`src/rtl/srff_pkg.sv`:
```
`default_nettype none
// ============================================================================
// Module   : srff_pkg
// Purpose  : Shared types and constants for the SR flip-flop command sequencer.
//            - srff_seq_state_t : sequencer FSM state encoding
//            - SRFF_RST_Q       : reset value of the downstream SR flip-flops,
//                                 which the sequencer's shadow copy mirrors
// Revision : 1.0 - initial release
// ============================================================================
package srff_pkg;

    typedef enum logic [1:0] {
        S_IDLE = 2'd0,
        S_SEL  = 2'd1,
        S_HOLD = 2'd2,
        S_DONE = 2'd3
    } srff_seq_state_t;

    localparam logic SRFF_RST_Q = 1'b0;

endpackage : srff_pkg
`default_nettype wire

```
`src/rtl/srff_cmd_seq_lsb_prio_enc.sv`:
```
`default_nettype none
// ============================================================================
// Module   : lsb_prio_enc
// Purpose  : Purely combinational lowest-set-bit priority encoder.
// Ports    : pending_i [N-1:0]  - request vector
//            sel_o     [SW-1:0] - index of the lowest set bit (0 if none)
//            found_o            - high when any bit of pending_i is set
// Revision : 1.0 - initial release
// ============================================================================
module lsb_prio_enc #(
    parameter  int N  = 8,
    localparam int SW = (N > 1) ? $clog2(N) : 1
) (
    input  logic [N-1:0]  pending_i,
    output logic [SW-1:0] sel_o,
    output logic          found_o
);

    // Scan from the top down so the last hit written is the lowest index.
    always_comb begin
        sel_o   = '0;
        found_o = 1'b0;
        for (int i = N - 1; i >= 0; i--) begin
            if (pending_i[i]) begin
                sel_o   = SW'(i);
                found_o = 1'b1;
            end
        end
    end

endmodule : lsb_prio_enc
`default_nettype wire

```
`src/rtl/srff_cmd_seq.sv`:
```
`default_nettype none
// ============================================================================
// Module   : srff_cmd_seq
// Purpose  : Drives a bank of N SR flip-flops to a requested target vector by
//            issuing one s/r pulse at a time (ascending channel order), each
//            HOLD cycles long and separated by at least one idle gap cycle.
//            A shadow copy of the bank state limits pulses to channels that
//            actually differ.
// Ports    : clk        - rising-edge clock
//            rst        - asynchronous, active-low reset
//            tgt_valid  - target offered          tgt_ready - target accepted
//            tgt  [N]   - target bank state       abort     - cancel sequence
//            s    [N]   - set pulses (registered) r   [N]   - reset pulses
//            shadow [N] - modelled bank state     busy      - not idle
//            done       - one-cycle completion pulse (not raised on abort)
// Revision : 1.0 - initial release
// ============================================================================
module srff_cmd_seq
    import srff_pkg::*;
#(
    parameter int N    = 8,
    parameter int HOLD = 1
) (
    input  logic         clk,
    input  logic         rst,
    input  logic         tgt_valid,
    output logic         tgt_ready,
    input  logic [N-1:0] tgt,
    input  logic         abort,
    output logic [N-1:0] s,
    output logic [N-1:0] r,
    output logic [N-1:0] shadow,
    output logic         busy,
    output logic         done
);

    localparam int             CW       = (HOLD > 1) ? $clog2(HOLD) : 1;
    localparam int             SW       = (N > 1) ? $clog2(N) : 1;
    localparam logic [CW-1:0]  CNT_LOAD = CW'(HOLD - 1);

    srff_seq_state_t state_q, state_d;

    logic [N-1:0]  tgt_q;
    logic [N-1:0]  pending_q;
    logic [N-1:0]  shadow_q;
    logic [N-1:0]  s_q;
    logic [N-1:0]  r_q;
    logic [CW-1:0] cnt_q;

    logic [SW-1:0] sel;
    logic          found;
    logic [N-1:0]  sel_onehot;

    // pending_q is frozen while a pulse is held, so the encoder output stays
    // valid through the whole HOLD phase and needs no separate register.
    lsb_prio_enc #(
        .N (N)
    ) u_prio_enc (
        .pending_i (pending_q),
        .sel_o     (sel),
        .found_o   (found)
    );

    always_comb begin
        sel_onehot      = '0;
        sel_onehot[sel] = 1'b1;
    end

    // ------------------------------------------------------------------
    // State register
    // ------------------------------------------------------------------
    always_ff @(posedge clk or negedge rst) begin
        if (!rst) begin
            state_q <= S_IDLE;
        end else begin
            state_q <= state_d;
        end
    end

    // ------------------------------------------------------------------
    // Next-state logic
    // ------------------------------------------------------------------
    always_comb begin
        state_d = state_q;
        case (state_q)
            S_IDLE: begin
                if (tgt_valid) begin
                    state_d = S_SEL;
                end
            end
            S_SEL: begin
                if (abort) begin
                    state_d = S_IDLE;
                end else if (!found) begin
                    state_d = S_DONE;
                end else begin
                    state_d = S_HOLD;
                end
            end
            S_HOLD: begin
                if (abort) begin
                    state_d = S_IDLE;
                end else if (cnt_q == '0) begin
                    state_d = S_SEL;
                end
            end
            S_DONE: begin
                state_d = S_IDLE;
            end
            default: begin
                state_d = S_IDLE;
            end
        endcase
    end

    // ------------------------------------------------------------------
    // Datapath: target latch, pending mask, pulse registers, shadow
    // ------------------------------------------------------------------
    always_ff @(posedge clk or negedge rst) begin
        if (!rst) begin
            tgt_q     <= '0;
            pending_q <= '0;
            shadow_q  <= {N{SRFF_RST_Q}};
            s_q       <= '0;
            r_q       <= '0;
            cnt_q     <= '0;
        end else begin
            case (state_q)
                S_IDLE: begin
                    if (tgt_valid) begin
                        tgt_q     <= tgt;
                        pending_q <= tgt ^ shadow_q;
                    end
                end
                S_SEL: begin
                    // s/r are already zero here; this cycle is the gap.
                    if (!abort && found) begin
                        s_q   <= sel_onehot & tgt_q;
                        r_q   <= sel_onehot & ~tgt_q;
                        cnt_q <= CNT_LOAD;
                    end
                end
                S_HOLD: begin
                    if (abort) begin
                        // Interrupted channel is left out of the shadow.
                        s_q <= '0;
                        r_q <= '0;
                    end else if (cnt_q != '0) begin
                        cnt_q <= cnt_q - CW'(1);
                    end else begin
                        s_q            <= '0;
                        r_q            <= '0;
                        shadow_q[sel]  <= tgt_q[sel];
                        pending_q[sel] <= 1'b0;
                    end
                end
                default: begin
                end
            endcase
        end
    end

    // ------------------------------------------------------------------
    // Output logic
    // ------------------------------------------------------------------
    always_comb begin
        tgt_ready = (state_q == S_IDLE);
        busy      = (state_q != S_IDLE);
        // An abort arriving in DONE suppresses the completion pulse.
        done      = (state_q == S_DONE) && !abort;
    end

    assign s      = s_q;
    assign r      = r_q;
    assign shadow = shadow_q;

endmodule : srff_cmd_seq
`default_nettype wire

```
`config.mk`:
```
export PLATFORM = sky130hd
export DESIGN_NAME = srff_cmd_seq
export DESIGN_NICKNAME = d
export VERILOG_FILES = /design/src/rtl/srff_pkg.sv /design/src/rtl/srff_cmd_seq_lsb_prio_enc.sv /design/src/rtl/srff_cmd_seq.sv
export SDC_FILE = /design/constraint.sdc
export NUM_CORES = 1
export LEC_CHECK = 0
export CAP_MARGIN = 20
export CORE_UTILIZATION = 56
export DETAILED_ROUTE_END_ITERATION = 6
export GPL_TIMING_DRIVEN = 0
export MAX_ROUTING_LAYER = met4
export PLACE_DENSITY = 0.93
export SKIP_LAST_GASP = 1
export SLEW_MARGIN = 20
export SYNTH_ARGS = -nofsm -noshare
export SYNTH_HDL_FRONTEND = slang
export SYNTH_HIERARCHICAL = 1
export SYNTH_SLANG_ARGS = --single-unit
export TNS_END_PERCENT = 100
```
`constraint.sdc`:
```
create_clock -name clk -period 7.8 [get_ports clk]
set_clock_uncertainty 0.1 [all_clocks]
set_input_delay 2.34 -clock clk [delete_from_list [all_inputs] [get_ports clk]]
set_output_delay 2.34 -clock clk [all_outputs]
set_load 0.02 [all_outputs]
```
Word level (Yosys, flattened, before mapping)
Cells that the tools add are included.
{"block": "word_totals", "register_bits": 43, "in_bits": 12, "output_inout_bits": 27, "wordCells": 81}
{"block": "classes", "addsub": 1, "magnitude_cmp": 2, "eq_ne": 8, "mux": 41, "bitwise_logic": 8, "reduce_logical": 14}
{"op": "$mux 8", "n": 7}
{"op": "$pmux 8 s2", "n": 3}
{"op": "$and 8x8->8", "n": 3}
{"op": "$mux 3", "n": 8}
{"op": "$not 8->8", "n": 2}
{"op": "$mux 1", "n": 14}
{"op": "$reduce_and 3->1", "n": 3}
{"op": "$bwmux 8", "n": 1}
{"op": "$mux 2", "n": 4}
{"op": "$ne 2x2->1 const B", "n": 4}
{"op": "$pmux 2 s4", "n": 1}
{"op": "$xor 8x8->8", "n": 1}
{"op": "$reduce_bool 2->1", "n": 3}
{"op": "$eq 2x2->1 const B", "n": 2}
{"op": "$lt 3x4->1 const B", "n": 1}
{"op": "$reduce_and 2->1", "n": 2}
{"op": "$reduce_and 4->1", "n": 1}
{"op": "$bmux 1 s3", "n": 1}
{"op": "$demux 1 s3", "n": 1}
{"op": "$ge 3x1->1 const B", "n": 1}
{"op": "$logic_and 1x1->1", "n": 3}
{"op": "$ne 3x3->1 const B", "n": 1}
{"op": "$eq 2x1->1 const B", "n": 1}
{"op": "$logic_not 2->1", "n": 1}
{"op": "other kinds (4)", "n": 5}

Depth between registers and ports, before layout
{"block": "depth", "depth_word": 17, "depth_mapped": 8, "ltp_nobuf": 6}

Hierarchy
The synthesis kept the hierarchy.
{"module": "srff_cmd_seq", "instances": 1, "cells_per_inst": 185, "area_per_inst_um2": 2037.0, "seq_area_each_um2": 1051.0}
{"module": "lsb_prio_enc", "instances": 1, "cells_per_inst": 13, "area_per_inst_um2": 80.1, "seq_area_each_um2": 0.0}

Least setup slack after synthesis
No wires, ideal clock.
{"block": "synth_timing", "kind": "input port to output port", "start": "in abort", "end": "out done", "arrival_time_ns": 2.642, "t_required_ns": 5.360, "setup_slack_ns": 2.718, "cell_stages": 1, "path_buffers": 0, "path_cell_list": "and3b_1"}
{"block": "synth_via", "elab_chain_cells": 2}
{"item": "start: declaration", "line_no": "srff_cmd_seq.sv:29", "text": "input logic abort,"}
{"item": "$logic_not 1->1", "line_no": "srff_cmd_seq.sv:170", "text": "done = (state_q == S_DONE) && !abort;"}
{"item": "$logic_and 1x1->1", "line_no": "srff_cmd_seq.sv:170"}
{"item": "end: declaration", "line_no": "srff_cmd_seq.sv:34", "text": "output logic done"}
Every way passes these cells.

Worst setup path in the final report
Ends and elaborated chain as after synthesis.

==> impl_metrics.toml <==
[run_status]
status = "finished clean"

[clock_network]
cts.clk_slew.worst_paths_ns = 0.07
clock_latency_ns = 0.30
hold_buffers = 0
ctsRootBufferMaster = "clkbuf_8"
htreeDepth = 2
clockBufferDepth = 2
cts_resized = 0
post_cts_buffers = 0
cts_made_buffers = 5
cts_sinks = 42
cts_tree = "built"

[routing]
drc_errors = 0
finalWirelength_mm = 5.32
avgViaCountPerCell = 6.16
vias = 1785
wl_per_cell_um = 18.3
drt-initial-drc-count = 83
ant_nets = 0
first_pass_iters = 5

[floorplanning]
initial_utilization_pct = 61.0
dieArea_um2 = 4030
ios = 39
die_y_um = 63.5
die_w_um = 63.5
core_area_um2 = 3470
num_rows = 21

[global_route]
grt_pass1_wl_mm = 8.55
overflow = 0
grt_use_total_pct = 29.8
antenna_found_initial = 0
grt_pass1_vias = 1755
grt_max_degree = 28

[sta]
drv_slew = 0
timing.setup.tns_ns = 0
worst_pin_slew_ns = 0.797
fmax_mhz = 161
rsz0062_at_grt = "no"
setup_viol = 0
fin_crit_sh_pct = 79.5
finalHoldViolCount = 0
period_minus_slack_ns = 6.20
slew_headroom_pct = 46.3

[synth]
yosysSeqAreaShare_pct = 49.6
synth_top_flop_cell = "dfrtp_1"
synth_edf_count = 0
asyncSetResetFlopFracSynth_pct = 100
ys_warn_count = 6
synth_cell_types = 35
synthesis.nets = 210
syn_avg_cell_area_um2 = 10.7
synth-seq-cells = 42
synth_cells = 198
syn_area_um2 = 2120

[worst_setup_path]
cp_data_required_time_ns = 5.36
crit_arrival_ns = 3.76
crit_type = "in -> out"
startpoint_type = "input port"
cp-end-kind = "output pin"
critPathMaxFanout = 6

[finish]
area_growth_pct = 25.4
finalNetCount = 256
antenna_cells = 0
drive_above_1_share_pct = 14.8
stdcell_count = 290

[place]
port_buffers = 38
placedCellCount = 283
place_congestion = 0.857
dp_hpwl_mm = 3.82

[power]
peakVddDrop_mv = 0.230
powerDensity_nw_per_um2 = 355
leakagePower_nw = 1.08

[job]
cap_violations = 0

[min_path]
hold_path_class = "reg -> reg"
## state kept, by name, indices dropped and copies added, names as in the netlist
signal     count
s              8
state_q        2
r              8
pending_q      8
shadow         8
tgt_q          8
## cell usage after synthesis, types with 2 or more instances
library cell	count	area share (%)
dfrtp_1	42	50
nand3_1	20	4.7
mux2_2	19	10
clkbuf_1	14	2.5
inv_1	11	2.0
nand2_1	9	1.6
a221oi_1	8	3.3
o21ai_0	8	1.9
o22ai_1	8	2.4
o31ai_1	8	2.8
xnor2_1	8	3.3
nor2_1	4	0.71
nor2b_1	4	1.2
buf_2	3	0.71
nand2b_1	3	0.89
nand3b_1	3	1.1
nand4bb_1	3	1.6
or3b_2	3	1.2
a21oi_1	2	0.47
nand4b_1	2	0.83
o41ai_1	2	0.83
## routing by layer
| metal | vias up | GRT usage, % | share of wire (%) | routed length, µm |
|---|---|---|---|---|
| met5 | - | - | 0 | 0 |
| met2 | 79 | 46.7 | 50 | 2640 |
| met3 | 12 | 8.70 | 8.1 | 430 |
| li1 | 819 | - | - | - |
| met1 | 875 | 35.3 | 40 | 2110 |
| met4 | 0 | 13.6 | 2.5 | 132 |
## power breakdown
group	internal [W]	switching [W]	total, W
registers	0.000282	0.0000696	0.000351
clock network	0.0000616	0.0000703	0.000132
logic	0.000213	0.000247	0.000459
total	0.000556	0.000387	0.000943
## stage by stage
stage                     total power, W  setup slack, ns  hold WS [ns]  instance area [µm²]  utilization, %
after detailed placement        0.000800             1.64         0.396                 2570            74.1
after CTS                       0.000934             1.61         0.411                 2650            76.3
final                           0.000943             1.60         0.406                 2650            76.5
after global routing            0.000994             1.57         0.449                 2650            76.5
after floorplan                 0.000633             2.72         0.356                 2120               -
after global placement          0.000782             1.66         0.388                 2550            73.7
## worst paths after layout
| kind | from | to | depth (start not counted) | slack (ns) |
|---|---|---|---|---|
| worst max-delay path | abort | done | 3 | 1.60 |
| worst min register to register | r[7] | r[7] | 2 | 0.41 |
| worst max register to register | pending_q[2] | pending_q[3] | 6 | 5.03 |
| max in group asynchronous | rst | tgt_q[6] | 2 | 5.29 |
| min in group asynchronous | rst | r[7] | 1 | 1.85 |
| worst min-delay path | r[7] | r[7] | 2 | 0.41 |
## worst max-delay path, cell delays in order
cell,delay (ns)
clkdlybuf4s50_1,0.54
and3b_1,0.28
clkdlybuf4s50_1,0.60
## placed cells by master (no fill, tap or decap), types with 2 or more instances in the layout
cell / count
nand4bb_1: 3
clkbuf_8: 5
a221oi_1: 8
or3b_2: 3
inv_1: 11
nand4b_1: 2
o21ai_0: 8
nand2b_1: 3
nand3b_1: 3
buf_2: 4
nand3_1: 20
a21oi_1: 2
xnor2_1: 8
dfrtp_1: 42
nor2_1: 4
o22ai_1: 8
mux2_2: 19
nand2_1: 9
o31ai_1: 8
nor2b_1: 4
clkbuf_1: 16
clkdlybuf4s50_1: 37
## logic make-up after synthesis
logic type             Yosys count  share of synthesized area [%]
buffers and inverters           28                           5.14
AND/OR/NAND/NOR                 60                           17.4
AO/OA/AOI/OAI                   39                           12.8
flip-flops                      42                           49.6
multiplexers                    21                           11.7
XOR/XNOR                         8                           3.31
## area by class of cell
class,instances,area [µm²]
inverter,11,41.3
buffer,17,67.6
sequential,42,1050
fill,248,815
clock buffer,7,76.3
timing repair buffer,39,395
multi-input combinational,128,965
tap,46,57.6
No activity file was read; power rests on OpenSTA's default activity.
